**config.mk**
```make
export PLATFORM = sky130hd
export DESIGN_NAME = fetch_unit
export DESIGN_NICKNAME = d
export VERILOG_FILES = /design/src/rtl/fetch_unit.sv
export SDC_FILE = /design/constraint.sdc
export NUM_CORES = 1
export LEC_CHECK = 0
export CAP_MARGIN = 5
export CORE_ASPECT_RATIO = 1.4
export CORE_MARGIN = 1
export CORE_UTILIZATION = 52
export CTS_CLUSTER_DIAMETER = 60
export DETAILED_ROUTE_END_ITERATION = 8
export PLACE_DENSITY = 0.8
export SLEW_MARGIN = 25
export SYNTH_ARGS = -nofsm -noshare
export SYNTH_HDL_FRONTEND = slang
export SYNTH_SLANG_ARGS = --single-unit
```
**constraint.sdc**
```tcl
create_clock -name clk -period 2.5 [get_ports clk]
set_clock_uncertainty 0.05 [all_clocks]
set_input_delay 0.25 -clock clk [delete_from_list [all_inputs] [get_ports clk]]
set_output_delay 0.25 -clock clk [all_outputs]
set_load 0.01 [all_outputs]
```
**src/rtl/fetch_unit.sv**
```systemverilog
// Purpose : RV32I instruction fetch stage; owns the PC, reads imem over req/ack,
//           hands instructions to decode through an output register plus a one-entry skid.
// Latency : two edges from reset release to the first valid instruction; one instruction
//           per cycle with zero-wait memory. Backpressure: decode_stall freezes the output;
//           one in-flight response parks in the skid and the request drops (HOLD) until it drains.
//
// Ports:
//   clk, rst_n                  clock, asynchronous active-low reset
//   imem_req/imem_addr          word read request; held stable until imem_ack
//   imem_ack/imem_rdata         read completion (may be in the request cycle)
//   decode_enable/i_din/fetch_pc  instruction handed to decode, with its PC
//   decode_stall                decode cannot consume this cycle
//   redirect_valid/redirect_pc  one-cycle flush-and-refetch pulse
//   fetch_misaligned            only with FETCH_MISALIGN_CHK_EN: misaligned redirect pulse
//
// Optional feature macro: FETCH_MISALIGN_CHK_EN (misaligned redirects halt fetch).
module fetch_unit #(
  parameter logic [31:0] RESET_PC  = 32'h0000_0000,
  parameter logic [31:0] NOP_INSTR = 32'h0000_0013
) (
  input  logic        clk,
  input  logic        rst_n,
  output logic        imem_req,
  output logic [31:0] imem_addr,
  input  logic        imem_ack,
  input  logic [31:0] imem_rdata,
  output logic        decode_enable,
  output logic [31:0] i_din,
  output logic [31:0] fetch_pc,
  input  logic        decode_stall,
  input  logic        redirect_valid,
  input  logic [31:0] redirect_pc
`ifdef FETCH_MISALIGN_CHK_EN
  ,
  output logic        fetch_misaligned
`endif
);

  typedef enum logic [2:0] {
    S_IDLE  = 3'd0,
    S_REQ   = 3'd1,
    S_HOLD  = 3'd2,
    S_FLUSH = 3'd3,
    S_HALT  = 3'd4
  } state_t;

  state_t      r_state;
  logic [31:0] r_pc;          // next PC to fetch (pending PC while flushing)
  logic [31:0] r_flush_addr;  // address of the request being discarded in FLUSH
  logic        r_out_vld;
  logic [31:0] r_out_instr;
  logic [31:0] r_out_pc;
  logic        r_skid_vld;
  logic [31:0] r_skid_instr;
  logic [31:0] r_skid_pc;

  logic        w_consume;
  logic        w_ack_live;
  logic        w_to_out;
  logic        w_outstanding;
  logic        w_misalign;
  logic [31:0] w_redir_pc;

  assign w_consume     = r_out_vld & ~decode_stall;
  // Only a response to a live request in REQ carries usable data.
  assign w_ack_live    = imem_ack & (r_state == S_REQ);
  assign w_to_out      = w_ack_live & (~r_out_vld | w_consume) & ~r_skid_vld;
  assign w_outstanding = (r_state == S_REQ) | (r_state == S_FLUSH);
  assign w_redir_pc    = redirect_pc & ~32'h3;

`ifdef FETCH_MISALIGN_CHK_EN
  logic r_misaligned;
  assign w_misalign       = |redirect_pc[1:0];
  assign fetch_misaligned = r_misaligned;
`else
  assign w_misalign = 1'b0;
`endif

  assign imem_req      = w_outstanding;
  // FLUSH keeps presenting the old address until its response is swallowed.
  assign imem_addr     = (r_state == S_FLUSH) ? r_flush_addr : r_pc;
  assign decode_enable = r_out_vld;
  assign i_din         = r_out_instr;
  assign fetch_pc      = r_out_pc;

  always_ff @(posedge clk or negedge rst_n) begin
    if (!rst_n) begin
      r_state      <= S_IDLE;
      r_pc         <= RESET_PC;
      r_flush_addr <= RESET_PC;
      r_out_vld    <= 1'b0;
      r_out_instr  <= NOP_INSTR;
      r_out_pc     <= RESET_PC;
      r_skid_vld   <= 1'b0;
      r_skid_instr <= NOP_INSTR;
      r_skid_pc    <= RESET_PC;
`ifdef FETCH_MISALIGN_CHK_EN
      r_misaligned <= 1'b0;
`endif
    end else begin
`ifdef FETCH_MISALIGN_CHK_EN
      r_misaligned <= 1'b0;
`endif
      if (redirect_valid) begin
        // Redirect wins over stall and any same-cycle capture.
        r_out_vld   <= 1'b0;
        r_out_instr <= NOP_INSTR;
        r_skid_vld  <= 1'b0;
        r_pc        <= w_redir_pc;
        if (w_misalign) begin
`ifdef FETCH_MISALIGN_CHK_EN
          r_misaligned <= 1'b1;
`endif
          r_state <= S_HALT;
        end else if (w_outstanding && !imem_ack) begin
          // Keep the original in-flight address if already flushing.
          if (r_state == S_REQ) begin
            r_flush_addr <= r_pc;
          end
          r_state <= S_FLUSH;
        end else begin
          r_state <= S_REQ;
        end
      end else begin
        // Output register: new data, skid drain, or go empty.
        if (w_to_out) begin
          r_out_vld   <= 1'b1;
          r_out_instr <= imem_rdata;
          r_out_pc    <= r_pc;
        end else if (w_consume) begin
          if (r_skid_vld) begin
            r_out_vld   <= 1'b1;
            r_out_instr <= r_skid_instr;
            r_out_pc    <= r_skid_pc;
            r_skid_vld  <= 1'b0;
          end else begin
            r_out_vld   <= 1'b0;
            r_out_instr <= NOP_INSTR;
          end
        end

        if (w_ack_live) begin
          r_pc <= r_pc + 32'd4;
          if (!w_to_out) begin
            r_skid_vld   <= 1'b1;
            r_skid_instr <= imem_rdata;
            r_skid_pc    <= r_pc;
            r_state      <= S_HOLD;
          end
        end

        case (r_state)
          S_IDLE:  r_state <= S_REQ;
          S_HOLD:  if (w_consume) r_state <= S_REQ;
          S_FLUSH: if (imem_ack) r_state <= S_REQ;
          default: ;
        endcase
      end
    end
  end

endmodule

```
# Word-level counts from Yosys, hierarchy flattened
# Index checks and enable logic that the tools add are counted.
dict set report op_classes {
  add_sub_neg 1
  eq_ne 3
  mux 26
  bitwise_logic 11
  reduce_logical 10
}
# cell n
set op_table {}
lappend op_table {{$mux W32} 10}
lappend op_table {{$add A32 B3 Y32 const B} 1}
lappend op_table {{$mux W3} 5}
lappend op_table {{$mux W1} 9}
lappend op_table {{$pmux W3 S3} 1}
lappend op_table {{$reduce_and A3 Y1} 3}
lappend op_table {{$eq A3 B2 Y1 const B} 2}
lappend op_table {{$reduce_bool A2 Y1} 3}
lappend op_table {{$not A1 Y1} 5}
lappend op_table {{$and A1 B1 Y1} 4}
lappend op_table {{$eq A3 B1 Y1 const B} 1}
lappend op_table {{$logic_not A3 Y1} 1}
lappend op_table {{$reduce_bool A3 Y1} 1}
lappend op_table {{$mux W2} 1}
lappend op_table {{$or A1 B1 Y1} 2}
lappend op_table {{$logic_and A1 B1 Y1} 1}
lappend op_table {{$logic_not A1 Y1} 1}
dict set report word_totals {
  register_bits 197
  in_bits 69
  out_inout_bits 98
  elab_cells 60
}

# Logic depth before layout (Yosys ltp)
dict set report logic_depth {
  word_depth 10
  depth_mapped 8
  ltp_nobuf 4
}

# Worst setup path before layout
# No wires, ideal clock.
dict set report synth_timing {
  kind {register to register}
  from {register r_out_vld (netlist: decode_enable)}
  to {register r_skid_instr[2]}
  setup_ns 0.125
  arrival_ns 1.977
  required_time_ns 2.325
  slack_ns 0.348
  stages_incl_launch_ff 6
  n_path_buf 1
  period_less_slack_ns 2.152
  path_cell_list {dfrtp_1 > nor2b_1 > o211a_1 > a2111oi_4 > buf_6 > mux2_2}
}
dict set report synth_via {
  elab_chain_cells 6
  word_cells_on_any_way 7
  classes_between {6 x bitwise; 1 x reduce/logical}
}
# element line
set synth_rtl {}
lappend synth_rtl {{from (decl)} 50} ;# logic r_out_vld;
lappend synth_rtl {{from (signal assigned)} 91} ;# r_out_vld <= 1'b0;
lappend synth_rtl {{from (signal assigned)} 106} ;# r_out_vld <= 1'b0;
lappend synth_rtl {{from (signal assigned)} 127} ;# r_out_vld <= 1'b1;
lappend synth_rtl {{$and A1 B1 Y1 / $not A1 Y1 (equally long branches)} {64, 67}}
lappend synth_rtl {{$or A1 B1 Y1 (*)} 67} ;# assign w_to_out = w_ack_live & (~r_out_vld | w_consume) & ~r_skid_vld;
lappend synth_rtl {{$and A1 B1 Y1 (*) (2 in series)} 67}
lappend synth_rtl {{$not A1 Y1 (no line) (*)} -}
lappend synth_rtl {{$reduce_and A3 Y1 (no line) (*)} -}
lappend synth_rtl {{to (signal assigned)} 146} ;# r_skid_instr <= imem_rdata;
lappend synth_rtl {{to (decl)} 54} ;# logic [31:0] r_skid_instr;
# Every way passes the cells marked *; elsewhere a longest branch is shown, timed or not.
# A chain may end at the register's enable or synchronous reset.

# Final worst setup path
dict set report layout_timing {
  from {register r_state[1]}
  to {register r_pc[17]}
}
dict set report layout_via {
  elab_chain_cells 3
}
# element line
set layout_rtl {}
lappend layout_rtl {{from (decl)} 47} ;# state_t r_state;
lappend layout_rtl {{from (signal assigned)} 88} ;# r_state <= S_IDLE;
lappend layout_rtl {{from (signal assigned)} 114} ;# r_state <= S_HALT;
lappend layout_rtl {{from (signal assigned)} 120} ;# r_state <= S_FLUSH;
lappend layout_rtl {{$eq A3 B1 Y1} 66} ;# assign w_ack_live = imem_ack & (r_state == S_REQ);
lappend layout_rtl {{$and A1 B1 Y1} 66}
lappend layout_rtl {{$reduce_bool A2 Y1 (no line)} -}
lappend layout_rtl {{to (signal assigned)} 109} ;# r_pc <= w_redir_pc;
lappend layout_rtl {{to (signal assigned)} 143} ;# r_pc <= r_pc + 32'd4;
lappend layout_rtl {{to (decl)} 48} ;# logic [31:0] r_pc;
# Every way passes these cells.

==> results.txt <==
----------------------------------------------------
[Logic synthesis]
  Number of instances in the synthesized netlist ... between 700 and 800
  Synthesis Warnings ... 0
  Dominant synthesized flop cell ... sky130_fd_sc_hd__dfrtp_1
  Flops & latches, synth ... 189
  Proportion of synthesized flip-flops having asynchronous set or reset ... 100.0%
  Number of distinct library cells after synthesis ... 50
  Sequential cell area fraction in the yosys report ... between 50 and 60%
  Number of enable-type register cells in the synthesized netlist ... 0
  Average cell area after synthesis ... 11.53 um2
  Combined area of all synthesized cells ... just under 9000 um2

[Critical path]
  Endpoint required time on the critical path ... 2.79 ns
  Critical path arrival ... ~2.6 ns
  Worst setup SP type ... register
  Path depth of the worst reg2reg path ... 4
  Critical-path maximum fanout ... 10
  Kind of capture point of the worst setup path ... register
  Flop2flop setup slack ... approximately 0.18 ns
  Startpoint-to-endpoint class of the critical path ... register to register

[Placed design]
  Last weighted congestion value of the routability-driven placer ... 0.7879
  Count of buffers inserted at the top-level ports ... 160
  Sum of net half-perimeters after detailed placement ... 13840 um

[Finish]
  Post-layout util ... between 60 and 70%
  Share of post-route cells with drive strength above 1 ... 19.93%
  Count of antenna diodes in the layout ... 0
  Leading cell types in the layout, fill and taps excluded ... sky130_fd_sc_hd__dfrtp_1 (183), sky130_fd_sc_hd__clkdlybuf4s50_1 (129), sky130_fd_sc_hd__mux2_2 (106), sky130_fd_sc_hd__nand2_1 (84), sky130_fd_sc_hd__o21ai_0 (70)
  Number of nets at the end of the flow ... a little under 1000
  Filler Cells Inserted ... around 1300
  Most common cell after layout, fill and taps aside ... sky130_fd_sc_hd__dfrtp_1
  Synthesis-to-layout area growth ... 28.83%

[Die]
  Core area ... between 15000 and 20000 um2
  Die area ... 17300 um2
  Initial core utilization ... 53.46%
  Floorplan row count ... 55
  Die Wd ... between 100 and 150 um
  Height of the die ... ~160 um
  # IOs ... approximately 170

[Drt]
  Ratio of routed vias to standard cells ... just under 6
  Number of nets with antenna violations after routing ... 0
  Final WL ... 20560 um
  Initial DRT Pass Iterations ... 7
  Number of design-rule violations left by the first detailed-router iteration ... between 400 and 500
  Mean routed wirelength per cell ... about 18 um
  Via count of the routed design ... 6508
  DR DRC count ... 15

[STA]
  Final setup violating endpoints ... 0
  RSZ-0062 raised after global routing ... no
  Final Hold Viols ... 0
  Worst Hold Slack ... between 0.3 and 0.4 ns
  Slew Limit Fails ... 0
  Period minus WS final ... 2.324 ns
  Share of the clock period used by the worst path ... 92.97%
  Fmax ... 430.2 MHz
  Slew at the pin closest to its max-slew limit ... roughly 0.63 ns
  Worst slew margin relative to its limit ... between 50 and 60%

[Flow run]
  Number of max-capacitance violations reported ... 0

[Pwr]
  Power per unit of standard cell area ... 1058 nW/um2
  Maximum vdd drop ... just over 0.6 mV
  Static leakage power ... slightly below 5 nW

[GRT]
  Number of antenna violations at the first check in global routing ... 0
  Aggregate global routing overflow ... 0
  Wire length of the first global-routing pass ... 33690 um
  Largest net degree at the start of global routing ... 77
  Global routing usage summed across all routing layers ... between 20% and 30%
  Vias in the first global route ... between 6000 and 7000

[Clocking]
  Longest Clk Path Bufs ... 2
  Number of H-tree branching levels ... 4
  Root Buffer ... sky130_fd_sc_hd__clkbuf_16
  Clock latency of the later-clocked register in the worst-skew pair ... between 0.4 and 0.5 ns
  TritonCTS clock tree ... built
  Clk slew on worst S/H paths ... about 0.070 ns
  TritonCTS sink count ... between 150 and 200
  Clock buffer count from CTS ... 17

[Outcome]
  Failing checks ... design-rule violations
  Outcome ... finished, violations left

[Hold path]
  WHS Path Cells ... 3
  Type of the tightest min-delay check ... input port to register

----------------------------------------------------
-- where the power goes --
part | internal, W | switching, W | total [W]
clock network | 0.00149 | 0.00114 | 0.00264
logic | 0.00244 | 0.00201 | 0.00445
registers | 0.00416 | 0.000638 | 0.00480
-- final cells by class --
cell class	instances	area (um2)	share of cell area (%)
sequential	189	4737	42.17
multi-input combinational	500	3685	32.81
timing repair buffer	193	1957	17.42
clock buffer	20	446.7	3.977
tap	199	249.0	2.217
clock inverter	12	123.9	1.103
inverter	9	33.78	0.3008
-- logic make-up (layout without fill, tap and decap cells) --
family          after synthesis  count (layout)  synth area share [%]
simple gates                179             179                 10.20
xor+xnor                     10              10                 1.005
compound gates              152             152                 10.88
buf+inv                      70             234                 3.946
other cells                   1               4               0.04301
mux                         154             154                 19.45
fa+ha+maj                     1               1                0.1435
flops                       189             189                 54.33
-- cells in the mapped netlist (10+ instances only) --
cell / instances / share of area, %
sky130_fd_sc_hd__nand3_1: 12 / 0.69
sky130_fd_sc_hd__a31oi_1: 14 / 1.0
sky130_fd_sc_hd__nor2_1: 20 / 0.86
sky130_fd_sc_hd__buf_2: 10 / 0.57
sky130_fd_sc_hd__mux2_1: 17 / 2.2
sky130_fd_sc_hd__clkbuf_1: 37 / 1.6
sky130_fd_sc_hd__a22oi_1: 30 / 2.6
sky130_fd_sc_hd__mux2_2: 106 / 14
sky130_fd_sc_hd__or4_1: 16 / 1.4
sky130_fd_sc_hd__nand4_1: 15 / 1.1
sky130_fd_sc_hd__nand2_1: 86 / 3.7
sky130_fd_sc_hd__o31ai_1: 11 / 0.95
sky130_fd_sc_hd__mux2i_1: 31 / 3.6
sky130_fd_sc_hd__dfrtp_1: 183 / 53
sky130_fd_sc_hd__o21ai_0: 70 / 4.0
-- state kept, by name, summed over array words and instances (netlist names) --
signal         cells
r_skid_vld         1
r_pc              30
fetch_pc          30
r_state            3
r_skid_instr      32
decode_enable      1
r_skid_pc         30
i_din             32
r_flush_addr      30
-- what timing repair did --
action                                 CTS  global route
endpoints found under the hold margin   73             0
hold buffers                             1             0
setup endpoints to repair               30             8
resized for setup                       29             5
pin swaps                                0             1
cloned                                   1             0
setup buffers                            2             3
-- worst max-delay path, stage by stage, from the launching register on --
cell,delay (ns)
sky130_fd_sc_hd__dfrtp_1,0.48
sky130_fd_sc_hd__and4bb_1,0.52
sky130_fd_sc_hd__nand4_1,0.41
sky130_fd_sc_hd__or4_1,0.60
sky130_fd_sc_hd__a31oi_1,0.18
-- path summary, 6_finish.rpt --
| path | endpoint | start |
|---|---|---|
| max | r_pc[17] | r_state[1] |
| min | r_pc[2] | redirect_pc[2] |
| max reg2reg | r_pc[17] | r_state[1] |
| min reg2reg | i_din[11] | i_din[11] |
| max in group asynchronous | r_skid_instr[0] | rst_n |
| min in group asynchronous | r_skid_pc[26] | rst_n |
-- metrics by stage --
step | std cells | power (W) | setup TNS (ns) | cell area (um2) | setup slack [ns]
final | 1122 | 0.01188 | 0 | 11230 | 0.1757
after global routing | 1122 | 0.01255 | 0 | 11230 | 0.05460
after CTS | 1119 | 0.01200 | 0 | 11200 | 0.01990
after detailed placement | 1083 | 0.009383 | -0.05334 | 10600 | -0.02680
after global placement | 1083 | 0.009214 | 0 | 10600 | 0.05563
after floorplan | 759 | 0.007313 | 0 | 8730 | 0.3477
-- routing by layer --
| metal | track usage, % | wire (um) | vias to the layer above |
|---|---|---|---|
| met3 | 3.467 | 799 | 28 |
| met5 | 0 | 0 | - |
| met4 | 9.910 | 420 | 0 |
| li1 | - | - | 3035 |
| met2 | 43.48 | 10890 | 186 |
| met1 | 31.54 | 8445 | 3259 |
No activity file was read; power rests on OpenSTA's default activity.
